**config.mk**
```make
export PLATFORM = sky130hd
export DESIGN_NAME = capture_ctrl
export DESIGN_NICKNAME = d
export VERILOG_FILES = /design/src/rtl/capture_ctrl.sv
export SDC_FILE = /design/constraint.sdc
export NUM_CORES = 1
export LEC_CHECK = 0
export ABC_AREA = 1
export CORE_MARGIN = 3
export CORE_UTILIZATION = 55
export CTS_CLUSTER_SIZE = 40
export DETAILED_ROUTE_END_ITERATION = 8
export PLACE_DENSITY = 0.84
export SYNTH_ARGS = -nofsm -noshare
export SYNTH_HDL_FRONTEND = slang
export SYNTH_SLANG_ARGS = --single-unit
```
**constraint.sdc**
```tcl
create_clock -name clk -period 2.4 [get_ports clk]
set_input_delay 0.48 -clock clk [delete_from_list [all_inputs] [get_ports clk]]
set_output_delay 0.48 -clock clk [all_outputs]
set_load 0.05 [all_outputs]
```
**src/rtl/capture_ctrl.sv**
```systemverilog
// Capture sequencer for the analyzer sample RAM: arm, pre-trigger fill, trigger
// qualification, post-trigger holdoff, then oldest-to-newest readout.
module capture_ctrl #(
  parameter int ADDR_WIDTH    = 10,
  parameter int HOLDOFF_WIDTH = 10
) (
  input  logic                     clk,
  input  logic                     reset,
  input  logic                     i_arm,
  input  logic                     i_abort,
  input  logic                     i_sample_en,
  input  logic                     i_trigger,
  input  logic [HOLDOFF_WIDTH-1:0] i_holdoff,
  input  logic                     i_rd_start,
  input  logic                     i_rd_ready,
  output logic                     o_mem_we,
  output logic [ADDR_WIDTH-1:0]    o_mem_waddr,
  output logic                     o_rd_valid,
  output logic [ADDR_WIDTH-1:0]    o_rd_addr,
  output logic [ADDR_WIDTH-1:0]    o_trig_addr,
  output logic                     o_primed,
  output logic                     o_stopped,
  output logic                     o_done
);

  localparam int DEPTH = 2**ADDR_WIDTH;
  localparam logic [ADDR_WIDTH:0] LAST = (ADDR_WIDTH+1)'(DEPTH-1);

  typedef enum logic [2:0] {
    S_IDLE, S_FILL, S_PRIMED, S_TRIG, S_STOPPED, S_READ
  } state_t;

  state_t                   r_state, w_next;
  logic [ADDR_WIDTH-1:0]    r_wp, r_rd_addr, r_trig_addr;
  logic [ADDR_WIDTH:0]      r_fill_cnt, r_rd_cnt;
  logic [HOLDOFF_WIDTH-1:0] r_hold, r_hold_cnt, w_hold_clamp, w_hold_inc;
  logic                     r_done;
  logic                     w_we, w_hs;

  // Holdoff is clamped so the trigger sample is never overwritten.
  always_comb begin
    if (32'(i_holdoff) > 32'(DEPTH-1)) w_hold_clamp = HOLDOFF_WIDTH'(DEPTH-1);
    else                               w_hold_clamp = i_holdoff;
  end

  assign w_hold_inc = r_hold_cnt + 1'b1;

  // state register
  always_ff @(posedge clk) begin
    if (reset) r_state <= S_IDLE;
    else       r_state <= w_next;
  end

  // next-state logic
  always_comb begin
    w_next = r_state;
    case (r_state)
      S_IDLE:    if (i_arm) w_next = S_FILL;
      S_FILL:    if (w_we && r_fill_cnt == LAST) w_next = S_PRIMED;
      S_PRIMED:  if (w_we && i_trigger)
                   w_next = (w_hold_clamp == '0) ? S_STOPPED : S_TRIG;
      S_TRIG:    if (w_we && w_hold_inc == r_hold) w_next = S_STOPPED;
      S_STOPPED: if (i_rd_start) w_next = S_READ;
      S_READ:    if (w_hs && r_rd_cnt == LAST) w_next = S_IDLE;
      default:   w_next = S_IDLE;
    endcase
    if (i_abort) w_next = S_IDLE;
  end

  // output logic
  always_comb begin
    w_we       = 1'b0;
    o_rd_valid = 1'b0;
    o_primed   = 1'b0;
    o_stopped  = 1'b0;
    case (r_state)
      S_FILL, S_TRIG: w_we = i_sample_en;
      S_PRIMED: begin
        w_we     = i_sample_en;
        o_primed = 1'b1;
      end
      S_STOPPED: o_stopped = 1'b1;
      S_READ: begin
        o_stopped  = 1'b1;
        o_rd_valid = 1'b1;
      end
      default: ;
    endcase
    if (i_abort || reset) w_we = 1'b0;
    w_hs = o_rd_valid && i_rd_ready;
  end

  assign o_mem_we    = w_we;
  assign o_mem_waddr = r_wp;
  assign o_rd_addr   = r_rd_addr;
  assign o_trig_addr = r_trig_addr;
  assign o_done      = r_done;

  // datapath: pointers and counters
  always_ff @(posedge clk) begin
    if (reset) begin
      r_wp        <= '0;
      r_rd_addr   <= '0;
      r_trig_addr <= '0;
      r_fill_cnt  <= '0;
      r_rd_cnt    <= '0;
      r_hold      <= '0;
      r_hold_cnt  <= '0;
      r_done      <= 1'b0;
    end else begin
      r_done <= 1'b0;
      if (w_we) r_wp <= r_wp + 1'b1;
      if (!i_abort) begin
        case (r_state)
          S_IDLE: if (i_arm) begin
            r_wp        <= '0;
            r_fill_cnt  <= '0;
            r_trig_addr <= '0;
          end
          S_FILL: if (w_we) r_fill_cnt <= r_fill_cnt + 1'b1;
          S_PRIMED: if (w_we && i_trigger) begin
            r_trig_addr <= r_wp;
            r_hold      <= w_hold_clamp;
            r_hold_cnt  <= '0;
          end
          S_TRIG: if (w_we) r_hold_cnt <= w_hold_inc;
          S_STOPPED: if (i_rd_start) begin
            r_rd_addr <= r_wp;
            r_rd_cnt  <= '0;
          end
          S_READ: if (w_hs) begin
            r_rd_addr <= r_rd_addr + 1'b1;
            r_rd_cnt  <= r_rd_cnt + 1'b1;
            if (r_rd_cnt == LAST) r_done <= 1'b1;
          end
          default: ;
        endcase
      end
    end
  end

endmodule

```
; ---- Yosys cells after proc, flatten, opt, wreduce, memory -nomap -nowiden
; Cells that the tools add are included.
[totals]
input_bits = 18
register_bits = 76
output_inout_bits = 35
elab_cells = 89
[op_classes]
n_addsub = 5
muxes = 33
bitwise_logic = 3
n_eq_ne = 17
reduce_logical = 22
[op_table]
columns = operator, n
row1 = $mux 10, 10
row2 = $pmux 10 s2, 3
row3 = $mux 11, 4
row4 = $pmux 11 s2, 2
row5 = $add 10x1->10 const B, 3
row6 = $add 11x1->11 const B, 2
row7 = $eq 11x10->1 const B, 2
row8 = $mux 3, 7
row9 = $ne 2x2->1 const B, 9
row10 = $pmux 3 s6, 1
row11 = $reduce_and 4->1, 4
row12 = $eq 10x10->1, 1
row13 = $logic_not 10->1, 1
row14 = $reduce_bool 2->1, 4
row15 = $eq 3x2->1 const B, 2
row16 = $eq 3x3->1 const B, 2
row17 = $mux 1, 6
row18 = $reduce_and 6->1, 1
row19 = $logic_and 1x1->1, 5
row20 = $reduce_or 2->1, 2
row21 = $reduce_or 4->1, 1
row22 = $eq 3x1->1 const B, 1
row23 = $logic_not 3->1, 1
row24 = $not 1->1, 3
row25 = 3 further kinds, 3

; ---- Logic depth before layout (Yosys ltp)
[logic_depth]
ltp_word = 8
depth_mapped = 13
ltp_nobuf = 13

; ---- Least setup slack after synthesis
; OpenSTA, ideal clock, no wires.
[synth_path]
path_kind = register to register
from = register r_state[2]
to = register r_state[1]
stages_incl_launch_ff = 12
t_arrival_ns = 2.103
setup_ns = 0.115
required_time_ns = 2.285
synth_period_minus_slack_ns = 2.218
setup_slack_ns = 0.182
path_cell_list = dfxtp_1 -> buf_6 -> nor2_1 -> inv_1 -> nor2_1 -> inv_1 -> nor2_1 -> nor2_1 -> nand2_1 -> a21oi_2 -> a21oi_1 -> nor2_1
[synth_via]
elab_chain_len = 7
elab_cells_between_ends = 23
[synth_lines]
columns = element, line_no
row1 = from (decl), 33  ; state_t r_state, w_next;
row2 = from (signal assigned), 51  ; else r_state <= w_next;
row3 = $eq 3x2->1 or $eq 3x1->1 (tied branches), "57, 76"
row4 = $reduce_or 3->1 (no source line), --
row5 = $mux 1, 76  ; case (r_state)
row6 = $mux 1, 89  ; if (i_abort || reset) w_we = 1'b0;
row7 = $logic_and 1x1->1 (on tied branches), "62, 59, 60"
row8 = $ne 2x2->1 (no source line), --
row9 = $reduce_and 6->1 (no source line), --
; Parallel ways exist; a longest one is shown, timed or not.
; A chain may end at the register's enable or synchronous reset.

; ---- Final worst setup path
[layout_path]
from = register r_wp[4] (netlist: o_mem_waddr[4])
to = output port o_mem_waddr[4]
[layout_lines]
columns = element, line_no
row1 = from (decl), 34  ; logic [ADDR_WIDTH-1:0] r_wp, r_rd_addr, r_trig_addr;
row2 = from (signal assigned), 112  ; if (w_we) r_wp <= r_wp + 1'b1;
row3 = to (decl), 17  ; output logic [ADDR_WIDTH-1:0] o_mem_waddr,
; No word-level cell between the ends.

==> results.cfg <==
[run_status]
outcome = finished clean

[logic_synthesis]
yosysWarnings = 0
synth_cell_types = 42
syn_area_per_cell_sq_um = 7.09
synth_top_area_share_pct = 38.4
synth_top_area_cell = dfxtp_1
seq_area_frac_synth_pct = 38.4
synth_seq_cells = 76
synth.top_cells.by_area = dfxtp_1 38%, nand2_1 12%, inv_1 6.7%
synthCells = 559
synth_area_sq_mm = 0.00397
syn-num-nets = 582

[hold_path]
hp-class = reg -> reg
min_from = r_rd_cnt[4]

[pwr]
vdd_ir_drop_max_uv = 317
p_leak_uw = 0.00182
p_per_area_mw_per_mm2 = 553

[timing]
drv_slew = 0
postLayoutSetupSlackWorst_ns = 0.203
slew_headroom_pct = 64.5
rsz0062_at_grt = no
hold_viol = 0
setup_viol = 0
worstMarginPinSlew_ns = 0.530
fmax_ghz = 0.455
period_needed_ns = 2.20
fin_tns_setup_ns = 0
post-route-period-util_pct = 91.6
clock_skew_ns = 0.0114

[critical_path]
crit_fanout = 6
startpoint_type = register
cp-startpoint = o_mem_waddr[4]
slowest_stage = clkdlybuf4s50_1
crit_path_max_incr_delay_ns = 0.87
cp_num_buf_inv = 1
cp_cell_sequence = clkdlybuf4s50_1
critical_path.top_delay_family = buffers and inverters
timing.rr.start = r_hold_cnt[0]
cp-end-kind = primary output
worstSetupPathType = reg -> out
worstPathRequired_ns = 1.92
worstPathArrival_ns = 1.72

[cells_and_area]
synthToLayoutAreaGrowth_pct = 21.3
num_antenna_cells = 0
utilization_pct = 69.6
final_layout_size_suffix_gt1_share_pct = 11.2
fin_nets = 644
final_cells = 722
final_cell_mix = 125 x nand2_1, 76 x dfxtp_1, 71 x inv_1, 54 x nor2_1, 50 x a21oi_1
final_common_cell = nand2_1

[place]
dp_worst_setup_slack_ns = 0.0179
routabilityCongestion = 0.836
dp.cells = 706
dp_hpwl_mm = 7.22
io_buffers = 52

[die]
rows = 30
floorplan.initialDensity_pct = 57.4
die_y_um = 90.9
boundaryPins = 53
fp.dieW_um = 90.9
core_sq_mm = 0.00691
dieArea_sq_mm = 0.00826

[route]
remaining_drc_errors = 0
postRouteAntennaNets = 0
routed_wl_mm = 9.74
drt_iter0_markers = 183
dr.pass1.iters = 4
via_per_inst = 5.25
wl_per_cell_um = 13.5
vias = 3791

[cts]
h-tree-depth = 3
cts_buffers = 9
cts_resized = 0
clock-sinks = 76
cts_setup_buffers = 0
cts_max_path_buffers = 2
root_buffer = clkbuf_8
cts_tree = built
clk_pin_slew_ns = 0.08
clock_latency_ns = 0.37
postCtsHoldBufs = 0

[global_routing]
globalRouteMet1Util_pct = 27.2
grt_busiest_layer = met2
grt_pass1_vias = 3661
grt_util_all_layers_pct = 24.1
overflow = 0
grt_max_degree = 28
grt_use_met2_pct = 43.2
met3_usage_pct = 6.67
grt_pass1_wl_mm = 16.3
antenna_found_initial = 0

[run]
cap_violations = 0
-- Yosys cell counts --
cell type    n
nand2_1    125
dfxtp_1     76
inv_1       71
nor2_1      54
a21oi_1     50
nand3_1     43
o21ai_0     29
nor3_1      12
a31oi_1      7
nand4_1      7
xor2_1       7
nor2_4       6
buf_6        5
ha_1         5
nand2_2      5
nand3b_1     5
a211oi_1     4
inv_2        4
nand3_2      4
nor2_2       4
nor3_2       4
xnor2_1      4
buf_2        3
clkbuf_1     3
inv_4        2
nand4_4      2
nor3b_1      2
o21ai_2      2
a21oi_2      1
a221oi_1     1
clkinv_1     1
clkinv_4     1
nand3_4      1
nor2_8       1
nor4_1       1
nor4_2       1
o211ai_2     1
o21a_1       1
o21ai_1      1
o21bai_1     1
or2_0        1
or2_2        1
-- metrics by stage --
step                      hold WS, ns  total power (uW)  instance area, sq um
after floorplan                 0.423              1560                  3970
after detailed placement        0.441              1660                  4600
after CTS                       0.453              2660                  4810
final                           0.451              2660                  4810
after global placement          0.436              1650                  4600
after global routing            0.484              2750                  4810
-- flip-flops by register name (all words and copies together), names as in the netlist --
| register | count |
|---|---|
| r_rd_cnt | 11 |
| r_hold | 10 |
| o_mem_waddr | 10 |
| o_rd_addr | 10 |
| o_trig_addr | 10 |
| r_fill_cnt | 11 |
| r_state | 3 |
| r_hold_cnt | 10 |
| o_done | 1 |
-- path summary, 6_finish.rpt --
path                          to  slack, ns  depth (start not counted)
setup / recovery  o_mem_waddr[4]       0.20                          1
hold / removal       r_rd_cnt[4]       0.45                          2
setup reg to reg      r_state[2]       0.33                         12
hold reg to reg      r_rd_cnt[4]       0.45                          2
-- area by class of cell --
| cell class | count | area (sq um) |
|---|---|---|
| clock inverter | 6 | 70.1 |
| sequential | 76 | 1520 |
| timing repair buffer | 62 | 598 |
| multi-input combinational | 393 | 2050 |
| inverter | 79 | 307 |
| tap | 96 | 120 |
| clock buffer | 10 | 138 |
| fill | 593 | 2100 |
-- power by group --
group	switching (uW)	internal, uW	total, uW
clock network	507	519	1030
logic	217	115	332
registers	24.7	1280	1300
-- logic make-up after synthesis --
family	synth area share [%]
XOR/XNOR	2.43
AO/OA/AOI/OAI	13.5
buffers and inverters	9.81
adder cells (fa/ha/maj)	1.58
AND/OR/NAND/NOR	34.3
flip-flops	38.4
-- routing by layer --
metal | vias up | wire length [um] | part of all wire (%)
met4 | 0 | 167 | 1.7
met2 | 84 | 4990 | 51
met5 | - | 0 | 0
met1 | 1741 | 4140 | 42
met3 | 21 | 445 | 4.6
li1 | 1945 | - | -
(Power assumes the default switching activity.)
==> RTL change 1, RTL diff (config.mk and constraints unchanged) <==
`HOLDOFF_WIDTH`: 10 -> 5.
--- a/src/rtl/capture_ctrl.sv
+++ b/src/rtl/capture_ctrl.sv
@@ -4,3 +4,3 @@
   parameter int ADDR_WIDTH    = 10,
-  parameter int HOLDOFF_WIDTH = 10
+  parameter int HOLDOFF_WIDTH = 5
 ) (
Ports: changed (resized i_holdoff); port bits go from 53 to 48. No check against the original RTL was run, so the function may have changed too.
==> RTL change 1 against the unedited design <==
Largest cell class unchanged; sequential cell count decreased by 10; non-clock buffer count increased by 3; hold slack improved by 0.010 ns; combinational power decreased by 41%; routed wire length decreased by 12%; setup slack improved by 0.017 ns; cell count decreased by 11%; synthesized area decreased by 13%; global-route usage increased by 0.56 points; final area decreased by 11%; via count decreased by 8.6%; total power decreased by 17%.
==> RTL change 1: results (changes against the unedited design) <==
- Clock-pin slew on the worst setup and hold paths: 0.07 ns
- Via count: 3465 (-8.6%)
- Hold path cells: 2 (unchanged)
- Initial DRT Pass Iterations: 5 (+1)
- Ys flop type: dfxtp_1
- Static Leak: 1.59 nW (-13%)
- Gp weighted congestion: 0.922 (+10%)
- Hold wc startpoint: r_fill_cnt[8]
- Placement Cell Area: 0.00409 sq mm (-11%)
- Regs by FF count: r_fill_cnt: 11 flops, r_rd_cnt: 11 flops
- Post-Synth XOR/XNOR Area: 0.0383 (+0.0140)
- Post-Syn Nets: 517 (-11%)
- Number of global-route vias before repair: 3187 (-13%)
- Worst Hold End: r_fill_cnt[8]
- Layout Nets: 581 (-9.8%)
- Share of layout cells above drive strength 1: 0.114 (+0.00262)
- Filler cells: 475 (-20%)
- Worst Reg-to-Reg Cells: 9 (-3)
- CTS max path bufs: 2 (unchanged)
- Slew headroom: 0.643 (-0.00211)
- Post-CTS setup buffer count: 0 (unchanged)
- Top cells by count, synth: nand2_1, dfxtp_1, nor2_1
- Launch point of the worst reg-to-reg path: r_state[2]
- Mux contribution to synthesized area: 0 (unchanged)
- CP Max Fanout: 4 (-2)
- Post-synthesis adder-cell area fraction: 0.0182 (+0.00245)
- Diode count: 0 (unchanged)
- Setup crit start: reset
- Clock skew: 0.00773 ns (-0.00370 ns)
- Yosys Warn Count: 0 (unchanged)
- PortBufs: 47 (-9.6%)
- Status: finished, final reports clean
- Data arrival time of the worst path: 1.70 ns (-0.02 ns)
- Hold slack: 0.461 ns (+0.0101 ns)
- Hold WC Path Type: reg2reg
- Largest vdd supply drop: 0.000419 V (+32%)
- Worst skew pair latency: 0.35 ns (-0.02 ns)
- Final wirelength: 8560 um (-12%)
- Setup TNS: 0 ns (unchanged)
- Post-Place Worst Slack: 0.0414 ns (+0.0236 ns)
- Drt first-iter violations: 221 (+21%)
- DP Wirelength: 6420 um (-11%)
- H-tree depth: 3 (unchanged)
- First-pass GRT wire length: 14400 um (-11%)
- Setup slack, reg-to-reg: 0.42 ns (+0.09 ns)
- Clk Tree Root Cell: clkbuf_8
- CTS resizes: 0 (unchanged)
- Largest net degree at the start of global routing: 24 (-14%)
- Synth area leaders: dfxtp_1, nand2_1, a21oi_1
- Netlist cell types: 35 (-17%)
- Synth Area in Compound Gates: 0.131 (-0.00486)
- Cts bufs inserted: 9 (unchanged)
- Register area share after synthesis: 0.385 (+0.00126)
- Gr usage total: 0.247 (+0.00565)
- Initial antenna violation count: 0 (unchanged)
- Post-synth ARST share: 0 (unchanged)
- R2r endpoint: r_rd_cnt[8]
[RTL change 1: where the power goes]
group	switching, mW	total, mW	internal (mW)
Clock	0.427	0.899	0.472
Sequential	0.0105	1.11	1.10
Combinational	0.121	0.196	0.0751
[RTL change 1: worst max-delay path: stages]
cell	delay [ns]
clkdlybuf4s50_1	0.50
nor2_1	0.20
nand2_1	0.14
nor2_4	0.21
buf_12	0.16
[RTL change 1: logic make-up (layout without fill, tap and decap cells)]
family | Yosys count | after routing
AO/OA/AOI/OAI | 83 | 83
buffers and inverters | 67 | 136
AND/OR/NAND/NOR | 263 | 263
flip-flops | 66 | 66
adder cells (fa/ha/maj) | 5 | 5
XOR/XNOR | 15 | 15
[RTL change 1: per-stage QoR]
| stage | util | instances |
|---|---|---|
| 2_1_floorplan | - | 499 |
| 3_3_place_gp | 0.682 | 627 |
| 3_5_place_dp | 0.682 | 627 |
| 4_1_cts | 0.713 | 643 |
| 5_1_grt | 0.713 | 643 |
| 6_report | 0.713 | 643 |
[RTL change 1: cell type report]
class / instances / area share
Clock buffer: 10 / 0.0299
Clock inverter: 6 / 0.0135
Inverter: 55 / 0.0489
Multi-Input combinational cell: 366 / 0.431
Sequential cell: 66 / 0.309
Tap cell: 75 / 0.0220
Timing Repair Buffer: 65 / 0.145
[RTL change 1: metal layers]
layer / GRT usage / vias up / share of wire
met5: 0 / - / 0
met4: 0.0806 / 0 / 0.021
met3: 0.0757 / 17 / 0.059
met2: 0.414 / 107 / 0.48
met1: 0.302 / 1580 / 0.44
li1: - / 1761 / -
[RTL change 1: worst max-delay path by stage]
stage / to / slack (ns) / cells after the start
4_1_cts: o_mem_we / 0.22 / 5
6_report: o_mem_we / 0.22 / 5
5_1_grt: o_mem_we / 0.12 / 5
2_1_floorplan: o_mem_waddr[6] / 0.44 / 9
3_5_place_dp: o_trig_addr[3] / 0.04 / 10
3_3_place_gp: o_trig_addr[1] / 0.16 / 10
==> RTL change 2, RTL diff (same flow settings) <==
Made on the original files. Encoding of `state_t`: now Gray code (3 bits for 6 states).
--- a/src/rtl/capture_ctrl.sv
+++ b/src/rtl/capture_ctrl.sv
@@ -29,3 +29,3 @@
   typedef enum logic [2:0] {
-    S_IDLE, S_FILL, S_PRIMED, S_TRIG, S_STOPPED, S_READ
+    S_IDLE = 3'b000, S_FILL = 3'b001, S_PRIMED = 3'b011, S_TRIG = 3'b010, S_STOPPED = 3'b110, S_READ = 3'b111
   } state_t;
Check against the original RTL: same outputs for any inputs over 10 cycles, from zero or initial values and one cycle with reset high; not proved beyond that.
==> RTL change 2 against the unedited design <==
Die area decreased by 4.0%; setup slack worse by 0.056 ns; total power fell by 8.9%; global-route usage increased by 1.1 points; hold slack improved by 0.020 ns; final area shrank 2.3%; critical path depth up 2; synthesized area fell by 4.2%; sequential cell count unchanged; core utilization up 2.3 points; clock power decreased by 5%; non-clock buffer count is 7 higher; routed wire length decreased by 1.3%; critical endpoint is now o_stopped; largest power group unchanged.
==> RTL change 2: results (changes against the unedited design) <==
- Gr usage total: 0.253 (+0.0112)
- CP Max Fanout: 5 (-1)
- Netlist cell types: 38 (-9.5%)
- Placement Cell Area: 0.00450 sq mm (-2.1%)
- Slew @ Worst Pin: 0.547 ns (+0.0163 ns)
- Share of layout cells above drive strength 1: 0.0873 (-0.0245)
- Top cells by count, synth: nand2_1, dfxtp_1, a21oi_1, inv_1, nor2_1
- CTS resizes: 0 (unchanged)
- DP Wirelength: 7000 um (-3.1%)
- Drt first-iter violations: 185 (+1.1%)
- Post-synthesis adder-cell area fraction: 0.0165 (+0.000697)
- Worst Reg-to-Reg Cells: 13 (+1)
- Post-Syn Nets: 581 (-0.17%)
- Status: finished, final reports clean
- Synth area leaders: dfxtp_1, nand2_1, a21oi_1
- CP max stage delay: 0.81 ns (-0.06 ns)
- Post-CTS setup buffer count: 0 (unchanged)
- End point of the critical path: o_stopped
- Max-cap viol count: 0 (unchanged)
- Clock skew: 0.0132 ns (+0.00173 ns)
- Data arrival time of the worst path: 1.77 ns (+0.05 ns)
- Regs by FF count: r_fill_cnt: 11 flops, r_rd_cnt: 11 flops
- Setup slack, reg-to-reg: 0.36 ns (+0.03 ns)
- Via density per instance: 5.43 (+3.5%)
- Final wirelength: 9610 um (-1.3%)
- Hold slack: 0.471 ns (+0.0197 ns)
- Gp weighted congestion: 0.873 (+4.5%)
- Static Leak: 1.77 nW (-2.8%)
- Worst skew pair latency: 0.35 ns (-0.02 ns)
- Post-Synth XOR/XNOR Area: 0.0185 (-0.00585)
- Clk Tree Root Cell: clkbuf_8
- CP max-delay cell: clkdlybuf4s50_1
- Number of global-route vias before repair: 3654 (-0.19%)
- Switching Fraction: 0.240 (-0.0417)
- Diode count: 0 (unchanged)
- Launch point of the worst reg-to-reg path: r_hold_cnt[0]
- Post-synth top area share: 0.401 (+0.0169)
- Initial DRT Pass Iterations: 5 (+1)
- Cell type group with the largest total delay on the critical path: buffers and inverters
- Register area share after synthesis: 0.401 (+0.0169)
- Post-Place Worst Slack: 0.0110 ns (-0.00691 ns)
- Largest vdd supply drop: 0.000358 V (+13%)
- Hold WC Path Type: reg2reg
- Synth Area in Compound Gates: 0.162 (+0.0271)
- Setup crit start: r_state[1]
- First-pass GRT wire length: 15800 um (-3.1%)
- Die Width: 89.1 um (-2.0%)
- FMAX: 0.444 GHz (-2.5%)
- Layout Nets: 648 (+0.62%)
- PortBufs: 52 (unchanged)
- Largest net degree at the start of global routing: 31 (+11%)
-- RTL change 2: changes by cell type after synthesis, moves of 5 or more --
cell and change:
a21oi_1 +11, a31oi_1 -5, buf_6 -5, clkbuf_1 +6, inv_1 -10, nand2_1 +12, nor2_4 -6
-- RTL change 2: metrics by stage --
stage	cells	util
after floorplan	558	-
after global placement	691	0.689
after detailed placement	691	0.689
after CTS	707	0.719
after global routing	707	0.719
final	707	0.719
-- RTL change 2: how the worst min path moves through the flow --
stage                        start              to
finish              o_trig_addr[9]  o_trig_addr[9]
global route        o_trig_addr[2]  o_trig_addr[2]
CTS                 o_trig_addr[9]  o_trig_addr[9]
detailed placement  o_trig_addr[9]  o_trig_addr[9]
global placement    o_trig_addr[2]  o_trig_addr[2]
floorplan              r_rd_cnt[3]     r_rd_cnt[3]
-- RTL change 2: kinds of logic after synthesis --
kind of cell	count (synthesis)
AND/OR/NAND/NOR	276
flip-flops	76
XOR/XNOR	8
adder cells (fa/ha/maj)	5
buffers and inverters	82
AO/OA/AOI/OAI	111
-- RTL change 2: per-layer routing --
metal | vias up | global-route usage | wire length (um)
li1 | 1963 | - | -
met1 | 1767 | 0.296 | 4260
met2 | 99 | 0.441 | 4740
met3 | 13 | 0.0691 | 471
met4 | 0 | 0.0920 | 134
met5 | - | 0 | 0
-- RTL change 2: layout make-up --
class	instances	area, sq um
clock buffers	12	145
clock inverters	4	48.8
fillers	561	1830
inverters	69	260
multi-input cells	400	1960
flip-flops and latches	76	1520
well taps	77	96.3
repair buffers	69	666
-- RTL change 2: power groups by stage --
stage                     Clock, mW  Sequential (mW)  Combinational [mW]
final                         0.974             1.27               0.173
after global routing           1.05             1.27               0.189
after CTS                      1.00             1.27               0.172
after detailed placement          0             1.30               0.171
after global placement            0             1.30               0.168
after floorplan                   0             1.30              0.0941
-- RTL change 2: worst register-to-register path: cells and delay by family (launching register included) --
kind / cells / cell delay [ns]
compound gates: 1 / 0.14
simple gates: 11 / 1.17
fa+ha+maj: 1 / 0.23
flops: 1 / 0.43
